`src/rtl/scm_fifo_pkg.sv`:
```
// Shared constants, types and helpers for the SCM-backed FIFO controller.
// Optional feature macro used by the controller: SCM_FIFO_ALMOST_FULL_EN.
package scm_fifo_pkg;

   localparam int unsigned ADDR_WIDTH_DEF = 5;
   localparam int unsigned DATA_WIDTH_DEF = 32;
   // Almost-full defaults to this many entries below a full SCM.
   localparam int unsigned AF_OFFSET      = 1;

   // SCM depth for a given address width, without $clog2 or real math.
   function automatic int unsigned fifo_depth(input int unsigned aw);
      return 32'd1 << aw;
   endfunction

   // Pointer and occupancy types for the default configuration.
   typedef logic [ADDR_WIDTH_DEF-1:0] ptr_def_t;
   typedef logic [ADDR_WIDTH_DEF:0]   cnt_def_t;

endpackage

```
`src/rtl/scm_fifo_out_stage.sv`:
```
// Output register of the FIFO: holds the head word and refills when empty
// or when the consumer takes the current word.
// Ports: clk, rst_n (sync, active-low), clear (sync flush), out_ready_i,
//        fill_valid/fill_data (candidate head word), load_c (refill allowed
//        this cycle, combinational), out_valid_o/out_data_o (registered).
module scm_fifo_out_stage #(
   parameter int unsigned DATA_WIDTH = 32
) (
   input  logic                  clk,
   input  logic                  rst_n,
   input  logic                  clear,
   input  logic                  out_ready_i,
   input  logic                  fill_valid,
   input  logic [DATA_WIDTH-1:0] fill_data,
   output logic                  load_c,
   output logic                  out_valid_o,
   output logic [DATA_WIDTH-1:0] out_data_o
);

   assign load_c = !out_valid_o || out_ready_i;

   // Head register; data holds its last value when nothing refills it.
   always_ff @(posedge clk) begin
      if (!rst_n || clear) begin
         out_valid_o <= 1'b0;
         out_data_o  <= '0;
      end else if (load_c) begin
         out_valid_o <= fill_valid;
         if (fill_valid) out_data_o <= fill_data;
      end
   end

endmodule

```
`src/rtl/scm_fifo_ctrl.sv`:
```
// Valid/ready FIFO controller driving a 1R/1W flop-based SCM with
// combinational read, plus a registered output stage (capacity DEPTH+1).
// Ports: clk, rst_n (sync, active-low), clear_i (sync flush),
//        in_valid_i/in_ready_o/in_data_i (push side),
//        out_valid_o/out_ready_i/out_data_o (pop side), count_o (occupancy),
//        WriteEnable/WriteAddr/WriteData and ReadEnable/ReadAddr/ReadData
//        (SCM interface), almost_full_o (only with SCM_FIFO_ALMOST_FULL_EN).
module scm_fifo_ctrl
   import scm_fifo_pkg::*;
#(
   parameter int unsigned ADDR_WIDTH   = ADDR_WIDTH_DEF,
   parameter int unsigned DATA_WIDTH   = DATA_WIDTH_DEF
`ifdef SCM_FIFO_ALMOST_FULL_EN
   ,
   parameter int unsigned AF_THRESHOLD = fifo_depth(ADDR_WIDTH) - AF_OFFSET
`endif
) (
   input  logic                  clk,
   input  logic                  rst_n,
   input  logic                  clear_i,
   input  logic                  in_valid_i,
   output logic                  in_ready_o,
   input  logic [DATA_WIDTH-1:0] in_data_i,
   output logic                  out_valid_o,
   input  logic                  out_ready_i,
   output logic [DATA_WIDTH-1:0] out_data_o,
   output logic [ADDR_WIDTH:0]   count_o,
   output logic                  WriteEnable,
   output logic [ADDR_WIDTH-1:0] WriteAddr,
   output logic [DATA_WIDTH-1:0] WriteData,
   output logic                  ReadEnable,
   output logic [ADDR_WIDTH-1:0] ReadAddr,
   input  logic [DATA_WIDTH-1:0] ReadData
`ifdef SCM_FIFO_ALMOST_FULL_EN
   ,
   output logic                  almost_full_o
`endif
);

   localparam int unsigned DEPTH = fifo_depth(ADDR_WIDTH);

   typedef logic [ADDR_WIDTH-1:0] ptr_t;
   typedef logic [ADDR_WIDTH:0]   cnt_t;

   ptr_t wr_ptr, rd_ptr;
   cnt_t scm_cnt, scm_cnt_nxt;
   logic load_c, push, bypass, wr_en, rd_en, fill_valid, scm_empty;
   logic [DATA_WIDTH-1:0] fill_data;

   assign scm_empty  = (scm_cnt == '0);
   // No path from out_ready_i: readiness depends only on SCM occupancy.
   assign in_ready_o = !clear_i && (scm_cnt < cnt_t'(DEPTH));
   assign push       = in_valid_i && in_ready_o;

   // Refill and write decisions; SCM head has priority over the bypass.
   always_comb begin
      bypass      = 1'b0;
      rd_en       = 1'b0;
      wr_en       = 1'b0;
      fill_valid  = !scm_empty || push;
      fill_data   = in_data_i;
      scm_cnt_nxt = scm_cnt;
      if (rst_n && !clear_i) begin
         if (load_c && !scm_empty) begin
            rd_en     = 1'b1;
            fill_data = ReadData;
         end
         bypass = load_c && scm_empty && push;
         wr_en  = push && !bypass;
         case ({wr_en, rd_en})
            2'b10:   scm_cnt_nxt = scm_cnt + cnt_t'(1);
            2'b01:   scm_cnt_nxt = scm_cnt - cnt_t'(1);
            default: scm_cnt_nxt = scm_cnt;
         endcase
      end
   end

   // Pointers wrap naturally at DEPTH; reset and clear empty the SCM view.
   always_ff @(posedge clk) begin
      if (!rst_n || clear_i) begin
         wr_ptr  <= '0;
         rd_ptr  <= '0;
         scm_cnt <= '0;
      end else begin
         if (wr_en) wr_ptr <= wr_ptr + ptr_t'(1);
         if (rd_en) rd_ptr <= rd_ptr + ptr_t'(1);
         scm_cnt <= scm_cnt_nxt;
      end
   end

   scm_fifo_out_stage #(
      .DATA_WIDTH (DATA_WIDTH)
   ) u_out_stage (
      .clk         (clk),
      .rst_n       (rst_n),
      .clear       (clear_i),
      .out_ready_i (out_ready_i),
      .fill_valid  (fill_valid),
      .fill_data   (fill_data),
      .load_c      (load_c),
      .out_valid_o (out_valid_o),
      .out_data_o  (out_data_o)
   );

   // Addresses are the pointers, so they hold whenever the enables are low.
   assign WriteEnable = wr_en;
   assign WriteAddr   = wr_ptr;
   assign WriteData   = in_data_i;
   assign ReadEnable  = rd_en;
   assign ReadAddr    = rd_ptr;
   assign count_o     = scm_cnt + cnt_t'(out_valid_o);

`ifdef SCM_FIFO_ALMOST_FULL_EN
   // Registered flag tracking the occupancy the SCM will have next cycle.
   always_ff @(posedge clk) begin
      if (!rst_n || clear_i) almost_full_o <= 1'b0;
      else                   almost_full_o <= (scm_cnt_nxt >= cnt_t'(AF_THRESHOLD));
   end
`endif

endmodule

```
`config.mk`:
```
export PLATFORM = sky130hd
export DESIGN_NAME = scm_fifo_ctrl
export DESIGN_NICKNAME = d
export VERILOG_FILES = /design/src/rtl/scm_fifo_pkg.sv /design/src/rtl/scm_fifo_out_stage.sv /design/src/rtl/scm_fifo_ctrl.sv
export SDC_FILE = /design/constraint.sdc
export NUM_CORES = 1
export LEC_CHECK = 0
export BUFFER_PORTS_ARGS = -buffer_cell sky130_fd_sc_hd__buf_4
export CORE_UTILIZATION = 48
export CTS_CLUSTER_DIAMETER = 80
export CTS_CLUSTER_SIZE = 25
export DETAILED_ROUTE_END_ITERATION = 8
export GPL_ROUTABILITY_DRIVEN = 0
export PLACE_DENSITY = 0.87
export SYNTH_ARGS = -nofsm -noshare
export SYNTH_HDL_FRONTEND = slang
export SYNTH_SLANG_ARGS = --single-unit
```
`constraint.sdc`:
```
create_clock -name clk -period 5.5 [get_ports clk]
set_input_delay 1.1 -clock clk [delete_from_list [all_inputs] [get_ports clk]]
set_output_delay 1.1 -clock clk [all_outputs]
set_load 0.005 [all_outputs]
```
==> results of run 1 <==
[cell usage after synthesis, types with 5 or more instances]
cell / instances / area share
dfxtp_1: 49 / 0.35
o21ai_0: 5 / 0.0090
o21a_1: 32 / 0.086
clkbuf_1: 12 / 0.016
or3_1: 5 / 0.011
buf_6: 11 / 0.044
ha_1: 7 / 0.031
o221a_1: 17 / 0.069
nor2_1: 14 / 0.019
a21oi_1: 7 / 0.013
nand2_1: 10 / 0.013
xor2_1: 8 / 0.025
nand2b_1: 5 / 0.011
buf_4: 32 / 0.086
nand4_1: 7 / 0.016
o221a_2: 15 / 0.061
[cells by family (layout without fill, tap and decap cells)]
logic type,Yosys count,after routing,share of synthesized area
compound gates,89,89,0.280
simple gates,61,61,0.123
buf+inv,60,162,0.155
flops,49,49,0.352
xor+xnor,11,11,0.0346
fa+ha+maj,7,7,0.0315
mux,6,6,0.0238
[power groups by stage]
stage          Clock (W)  Combinational, W  Sequential [W]
2_1_floorplan          0         0.0000601        0.000376
3_3_place_gp           0          0.000119        0.000376
3_5_place_dp           0          0.000122        0.000376
4_1_cts         0.000216          0.000122        0.000368
5_1_grt         0.000234          0.000130        0.000369
6_report        0.000209          0.000121        0.000368
[how the worst min path moves through the flow]
stage / end / slack, ps / cells after the start
4_1_cts: WriteAddr[4]$_SDFFE_PP0P_ / 480 / 2
3_3_place_gp: WriteAddr[4]$_SDFFE_PP0P_ / 460 / 2
6_report: WriteAddr[4]$_SDFFE_PP0P_ / 480 / 2
2_1_floorplan: WriteAddr[4]$_SDFFE_PP0P_ / 460 / 2
5_1_grt: WriteAddr[4]$_SDFFE_PP0P_ / 530 / 2
3_5_place_dp: WriteAddr[4]$_SDFFE_PP0P_ / 470 / 2
[sequential cells by signal, indices dropped and copies added (netlist names)]
signal / cells
scm_cnt: 6
u_out_stage.out_data_o: 32
WriteAddr: 5
ReadAddr: 5
u_out_stage.out_valid_o: 1
[through the flow]
step,instances,power (W),instance area (µm²)
2_1_floorplan,283,0.000437,2780
3_3_place_gp,450,0.000495,3610
3_5_place_dp,450,0.000498,3610
4_1_cts,457,0.000706,3690
5_1_grt,457,0.000733,3690
6_report,457,0.000698,3690
[area by class of cell]
| class | instances | area share |
|---|---|---|
| Multi-Input combinational cell | 174 | 0.373 |
| Inverter | 2 | 0.00203 |
| Clock buffer | 7 | 0.0234 |
| Tap cell | 72 | 0.0244 |
| Timing Repair Buffer | 153 | 0.311 |
| Sequential cell | 49 | 0.266 |
[layer usage]
metal / global-route usage / wire (µm)
met1: 0.288 / 2970
met2: 0.405 / 3750
met3: 0.0384 / 411
met4: 0.0796 / 104
met5: 0 / 0
[worst max-delay path: cells and delay by family (launching register included)]
kind                       cells  cell delay, ps
AOI/OAI and AO/OA              3            1250
xor gates and xnor gates       1             190
adders and majority gates      2             570
buffers and inverters          1             160
DFF                            1             430
and+or+nand+nor                3            1040
==> results.toml, run 1 <==
[clocking]
cts_max_level = 2
numCtsBuffers = 5
cts_resized = 0
path_clk_slew_ps = 80
cts_hold_buf = 0
cts_sinks = 49
cts_setup_buffers = 0
root_buffer = "clkbuf_8"
clk_latency_ps = 290
cts_tree = "yes"
clock_path_buffers = 2

[setup_path]
critPathKind = "flop to flop"
startpoint = "scm_cnt[1]$_SDFFE_PP0P_"
r2r_setup_slack_ps = 1810
max_stage_delay_ps = 830
cp_max_fo = 36
worstReg2RegStart = "scm_cnt[1]$_SDFFE_PP0P_"
endpoint = "scm_cnt[4]$_SDFFE_PP0P_"
setup.worst_path.end_class = "flop"
r2r-end = "scm_cnt[4]$_SDFFE_PP0P_"
reg2reg_depth = 10
required_ps = 5730
start_kind = "flop"
slowest_stage = "o21ai_4"
worst_path_most_repeated_cell = "ha_1"
crit_arrival_ps = 3920
path_cells = "or3_1 -> o21ai_4 -> inv_1 -> ha_1 -> xor2_1 -> ha_1 -> a21oi_1 -> a32oi_1 -> or4_1 -> nand4_1"

[synth]
synth_top_flop_cell = "dfxtp_1"
synthCells = 283
synth_area_um2 = 2780
ys_warn_count = 0
synthArstFlopShare = 0
yosysUniqueCellTypes = 46
ys_ff_latch = 49
avgSynthCellArea_um2 = 9.84
syn_nets = 359
synth-edff-count = 0
synth-seq-area-share = 0.352

[timing]
max_freq_mhz = 271
hold_ws_ps = 481
hold_viol = 0
slew_headroom = 0.340
fin_crit_sh = 0.671
tns_ps = 0
worst_slack_ps = 1810
setup_viol = 0
fin_skew_ps = 3.00
rsz0062_at_grt = "false"
post-route-min-period_ps = 3690
worstMarginPinSlew_ps = 986
drv_slew = 0

[placement]
port_buffers = 152
hpwl_mm = 5.38
place_ws_ps = 1580

[worst_hold_path]
hold_path_startpoint = "WriteAddr[4]$_SDFFE_PP0P_"
holdCritPathClass = "flop to flop"

[floorplan]
die_area_um2 = 6110
die_x_um = 78.2
die_h_um = 78.2
core_region_area_um2 = 5540
initial_core_util = 0.502
ios = 153
num_rows = 27

[routing]
wl_per_cell_um = 15.8
drcViolationCount = 0
ant_nets = 0
drt_wl_total_mm = 7.24
avgViaCountPerCell = 5.48
vias = 2506
drt_iter0_markers = 118
drtPass1Iterations = 4

[grt]
grt_max_degree = 44
grt_pass1_vias = 2278
track_usage = 0.232
grt_pass1_wl_mm = 11.3
overflow = 0
antenna_found_initial = 0

[pwr]
p_leak_nw = 1.72
intPower_w = 0.000537
p_clk_frac = 0.300
peakVddDrop_uv = 86.4
powerDensity_nw_per_um2 = 189
combPwrFrac = 0.173
p_seq_frac = 0.527
switching_share = 0.231
p_sw_w = 0.000161

[layout]
regArea_um2 = 981
layout_commonest_cell = "buf_4"
num_antenna_cells = 0
nets = 461
most-common-layout-cells = "153 x buf_4, 49 x dfxtp_1, 32 x o21a_1"
syn_to_final_growth_pct = 32.6
final_util = 0.666
multi_input_area_um2 = 1380
nFillCells = 466
drive_gt1_frac = 0.475

[outcome]
status = "finished, final reports clean"

[job]
drv_cap = 0
Power figures use the tool's default switching activity.
==> run 2: changes to the inputs <==
--- a/config.mk
+++ b/config.mk
@@ -6,12 +6,12 @@
 export NUM_CORES = 1
 export LEC_CHECK = 0
 export BUFFER_PORTS_ARGS = -buffer_cell sky130_fd_sc_hd__buf_4
-export CORE_UTILIZATION = 48
+export CORE_UTILIZATION = 45
 export CTS_CLUSTER_DIAMETER = 80
 export CTS_CLUSTER_SIZE = 25
 export DETAILED_ROUTE_END_ITERATION = 8
 export GPL_ROUTABILITY_DRIVEN = 0
-export PLACE_DENSITY = 0.87
+export PLACE_DENSITY = 0.83
 export SYNTH_ARGS = -nofsm -noshare
 export SYNTH_HDL_FRONTEND = slang
 export SYNTH_SLANG_ARGS = --single-unit
==> constraint.sdc (replaced) <==
create_clock -name clk -period 3.65 [get_ports clk]
set_input_delay 0.73 -clock clk [delete_from_list [all_inputs] [get_ports clk]]
set_output_delay 0.73 -clock clk [all_outputs]
set_load 0.005 [all_outputs]
==> run 2 against run 1 <==
Critical path depth unchanged. Die area is 6.5% higher. Largest power group unchanged. Cell count rose by 1.8%. First-iteration DRC count rose by 5.1%. Combinational power is 53% higher. Worst hold slack improved by 4.3 ps. Register-to-register slack lost 1300 ps. Global-route usage up 0.77 points. Clock skew grew 6.2 ps. Highest routed layer unchanged. Routed wire length is 5.8% higher.
==> results.toml, run 2 (same netlist as run 1, synthesis figures left out) <==
[outcome]
status = "finished, final reports clean"

[layout]
drive_gt1_frac = 0.485
nFillCells = 540
nets = 465
stdcell_area_um2 = 3750
stdcell_count = 465
most-common-layout-cells = "157 x buf_4, 49 x dfxtp_1, 32 x o21a_1"
final_util = 0.630
num_antenna_cells = 0
layout_commonest_cell = "buf_4"
syn_to_final_growth_pct = 34.9
reg.largest.list = "u_out_stage.out_data_o: 32 flops, scm_cnt: 6 flops"
largest_reg_flops = 32
regArea_um2 = 981
multi_input_area_um2 = 1380
top_register = "u_out_stage.out_data_o"

[timing]
drv_slew = 0
setup_viol = 0
tns_ps = 0
worstMarginPinSlew_ps = 707
fin_crit_sh = 0.869
max_freq_mhz = 315
rsz0062_at_grt = "false"
hold_viol = 0
fin_skew_ps = 9.24
post-route-min-period_ps = 3170
slew_headroom = 0.529

[grt]
grt_max_degree = 36
antenna_found_initial = 0
grt_pass1_vias = 2440
overflow = 0
grt_pass1_wl_mm = 12.0
track_usage = 0.240

[routing]
drtPass1Iterations = 4
drt_iter0_markers = 124
wl_per_cell_um = 16.5
avgViaCountPerCell = 5.45
drt_wl_total_mm = 7.66
ant_nets = 0
vias = 2536
drcViolationCount = 0

[clocking]
cts_setup_buffers = 0
path_clk_slew_ps = 100
cts_sinks = 49
clock_path_buffers = 2
cts_hold_buf = 0
numCtsBuffers = 5
cts_max_level = 2
cts_tree = "yes"
root_buffer = "clkbuf_8"
cts_resized = 0
clk_latency_ps = 300

[placement]
place_area_um2 = 3640
port_buffers = 152
hpwl_mm = 5.77
post-place-cells = 457

[floorplan]
die_area_um2 = 6510
die_h_um = 80.7
die_x_um = 80.7
num_rows = 28
core_region_area_um2 = 5960
initial_core_util = 0.467
ios = 153

[pwr]
peakVddDrop_uv = 156
powerDensity_nw_per_um2 = 303
p_leak_nw = 1.75

[setup_path]
crit_arrival_ps = 3420
critPathKind = "flop to flop"
setup.worst_path.end_class = "flop"
start_kind = "flop"
required_ps = 3900
cp_max_fo = 14

[worst_hold_path]
holdCritPathClass = "flop to flop"

[job]
drv_cap = 0
==> run 2: cell count changes in the layout (fill, tap and decap cells not counted), sizes merged <==
cell,delta
clkinvlp,+1
clkinv,+1
bufinv,+1
buf,+4
clkbuf,-2
==> run 2: cell type report <==
class,count,share of cell area
Sequential cell,49,0.261
Clock inverter,3,0.0123
Tap cell,75,0.0250
Timing Repair Buffer,157,0.314
Inverter,2,0.00200
Clock buffer,5,0.0183
Multi-Input combinational cell,174,0.367
==> run 2: worst max-delay path, stage by stage (launching register included) <==
cell and delay (ps):
dfxtp_1 460, or3_1 520, o31a_1 360, inv_1 100, ha_1 380, xor2_1 130
ha_1 200, a21oi_1 270, a32oi_1 190, or4_1 430, nand4_1 80
==> run 2: per-layer routing <==
metal  global-route usage  share of wire  wire (µm)
met5                    0              0          0
met4               0.0714          0.018        141
met3               0.0648          0.085        653
met2                0.427           0.50       3850
met1                0.277           0.39       3020
==> run 2: report_power, final <==
part,internal (W),switching (W)
logic,0.000112,0.0000723
clock network,0.000205,0.000193
registers,0.000547,0.00000738
total,0.000865,0.000272
==> run 2: per-stage QoR <==
| stage | power, W | hold WS [ps] | worst slack [ps] |
|---|---|---|---|
| after floorplan | 0.000658 | 462 | 665 |
| after global placement | 0.000749 | 464 | 452 |
| after detailed placement | 0.000753 | 482 | 336 |
| after CTS | 0.00115 | 495 | 514 |
| after global routing | 0.00119 | 513 | 241 |
| final | 0.00114 | 485 | 476 |
==> run 2: final timing paths <==
kind	from	depth (start not counted)	to	slack [ps]
hold / removal	WriteAddr[4]$_SDFFE_PP0P_	2	WriteAddr[4]$_SDFFE_PP0P_	490
setup / recovery	scm_cnt[2]$_SDFFE_PP0P_	10	scm_cnt[4]$_SDFFE_PP0P_	480
setup reg to reg	scm_cnt[2]$_SDFFE_PP0P_	10	scm_cnt[4]$_SDFFE_PP0P_	480
hold reg to reg	WriteAddr[4]$_SDFFE_PP0P_	2	WriteAddr[4]$_SDFFE_PP0P_	490
==> run 3: changes to the inputs <==
--- a/config.mk
+++ b/config.mk
@@ -7,11 +7,13 @@
 export LEC_CHECK = 0
 export BUFFER_PORTS_ARGS = -buffer_cell sky130_fd_sc_hd__buf_4
 export CORE_UTILIZATION = 45
+export CTS_BUF_LIST = sky130_fd_sc_hd__clkbuf_4 sky130_fd_sc_hd__clkbuf_8 sky130_fd_sc_hd__clkbuf_16
 export CTS_CLUSTER_DIAMETER = 80
 export CTS_CLUSTER_SIZE = 25
 export DETAILED_ROUTE_END_ITERATION = 8
 export GPL_ROUTABILITY_DRIVEN = 0
 export PLACE_DENSITY = 0.83
+export REMOVE_ABC_BUFFERS = 1
 export SYNTH_ARGS = -nofsm -noshare
 export SYNTH_HDL_FRONTEND = slang
 export SYNTH_SLANG_ARGS = --single-unit
==> run 3 against run 2 <==
Die area unchanged. Critical endpoint unchanged. Cell area grew 0.73%. Total power up 0.61%. Critical path type unchanged. Routed wire length increased by 2.8%.
==> results.toml, run 3 (same netlist as run 1, synthesis figures left out) <==
[clocking]
cts_setup_buffers = 0
root_buffer = "clkbuf_8"
cts_resized = 0
numCtsBuffers = 5
cts_sinks = 49
cts_max_level = 2
cts_hold_buf = 0
clock_path_buffers = 2
cts_tree = "yes"
path_clk_slew_ps = 90
clk_latency_ps = 290

[routing]
vias = 2553
wl_per_cell_um = 16.8
avgViaCountPerCell = 5.46
drcViolationCount = 0
drt_wl_total_mm = 7.87
drtPass1Iterations = 5
ant_nets = 0
drt_iter0_markers = 85

[pwr]
combPwrFrac = 0.162
p_clk_frac = 0.353
powerDensity_nw_per_um2 = 302
p_leak_nw = 1.77
p_seq_frac = 0.485
peakVddDrop_uv = 245
switching_share = 0.229
p_sw_w = 0.000262
intPower_w = 0.000882

[grt]
grt_max_degree = 44
overflow = 0
track_usage = 0.231
grt_pass1_vias = 2279
grt_pass1_wl_mm = 11.5
antenna_found_initial = 0

[setup_path]
reg2reg_depth = 10
required_ps = 3890
path_cells = "or3_1 -> o31a_1 -> inv_1 -> ha_1 -> xor2_1 -> ha_1 -> a21oi_1 -> a32oi_1 -> or4_1 -> nand4_1"
endpoint = "scm_cnt[4]$_SDFFE_PP0P_"
max_stage_delay_ps = 540
startpoint = "scm_cnt[0]$_SDFFE_PP0P_"
critPathKind = "flop to flop"
worstReg2RegStart = "scm_cnt[0]$_SDFFE_PP0P_"
cp_max_fo = 10
path_buf_inv = 1
setup.worst_path.end_class = "flop"
r2r_setup_slack_ps = 530
cp.depth = 10
r2r-end = "scm_cnt[4]$_SDFFE_PP0P_"
crit_arrival_ps = 3360
slowest_stage = "or3_1"
worst_path_most_repeated_cell = "ha_1"
crit_family = "simple AND/OR/NAND/NOR gates"
start_kind = "flop"

[timing]
slew_headroom = 0.521
fin_crit_sh = 0.854
worstMarginPinSlew_ps = 719
hold_ws_ps = 484
drv_slew = 0
tns_ps = 0
max_freq_mhz = 321
rsz0062_at_grt = "false"
setup_viol = 0
hold_viol = 0
fin_skew_ps = 4.74
post-route-min-period_ps = 3120

[layout]
nets = 468
top_register = "u_out_stage.out_data_o"
layout_commonest_cell = "buf_4"
num_antenna_cells = 0
stdcell_count = 468
syn_to_final_growth_pct = 35.9
reg.largest.list = "u_out_stage.out_data_o: 32 flops, scm_cnt: 6 flops"
final_util = 0.635
largest_reg_flops = 32
most-common-layout-cells = "160 x buf_4, 49 x dfxtp_1, 32 x o21a_1"
stdcell_area_um2 = 3780
drive_gt1_frac = 0.489

[floorplan]
die_x_um = 80.7
initial_core_util = 0.467
die_area_um2 = 6510
core_region_area_um2 = 5960
num_rows = 28
ios = 153
die_h_um = 80.7

[placement]
port_buffers = 152
post-place-cells = 460
hpwl_mm = 5.74
place_area_um2 = 3660

[worst_hold_path]
holdCritPathClass = "flop to flop"

[job]
drv_cap = 0

[outcome]
status = "finished, final reports clean"
## run 3: cell type report
type | count | area (µm²)
clock buffer | 6 | 82.6
clock inverter | 2 | 37.5
fill | 508 | 2170
inverter | 2 | 7.51
multi-input combinational | 174 | 1380
sequential | 49 | 981
tap | 75 | 93.8
timing repair buffer | 160 | 1200
## run 3: how the worst min path moves through the flow
stage	to	from	depth (start not counted)	slack (ps)
final	WriteAddr[4]$_SDFFE_PP0P_	WriteAddr[4]$_SDFFE_PP0P_	2	480
after global routing	WriteAddr[4]$_SDFFE_PP0P_	WriteAddr[4]$_SDFFE_PP0P_	2	530
after CTS	WriteAddr[4]$_SDFFE_PP0P_	WriteAddr[4]$_SDFFE_PP0P_	2	490
after detailed placement	WriteAddr[4]$_SDFFE_PP0P_	WriteAddr[4]$_SDFFE_PP0P_	2	470
after global placement	WriteAddr[4]$_SDFFE_PP0P_	WriteAddr[4]$_SDFFE_PP0P_	2	460
after floorplan	WriteAddr[4]$_SDFFE_PP0P_	WriteAddr[4]$_SDFFE_PP0P_	2	460
## run 3: tightest hold or removal path, stage by stage (launching register included)
cell and delay [ps]:
dfxtp_1 330, nand2_1 50, mux2i_1 60
## run 3: through the flow
step | setup slack (ps) | power [W]
finish | 534 | 0.00114
global route | 381 | 0.00119
CTS | 559 | 0.00115
detailed placement | 441 | 0.000752
global placement | 560 | 0.000749
floorplan | 470 | 0.000619
## run 3: power groups by stage
stage | logic, W | registers (W) | clock network, W
floorplan | 0.0000519 | 0.000567 | 0
global placement | 0.000182 | 0.000566 | 0
detailed placement | 0.000185 | 0.000567 | 0
CTS | 0.000186 | 0.000555 | 0.000414
global route | 0.000200 | 0.000556 | 0.000436
finish | 0.000186 | 0.000554 | 0.000404
## run 3: routing by layer
metal | track usage | up-vias | routed length [µm]
li1 | - | 1229 | -
met1 | 0.281 | 1207 | 3160
met2 | 0.400 | 107 | 3920
met3 | 0.0591 | 10 | 680
met4 | 0.0625 | 0 | 112
met5 | 0 | - | 0
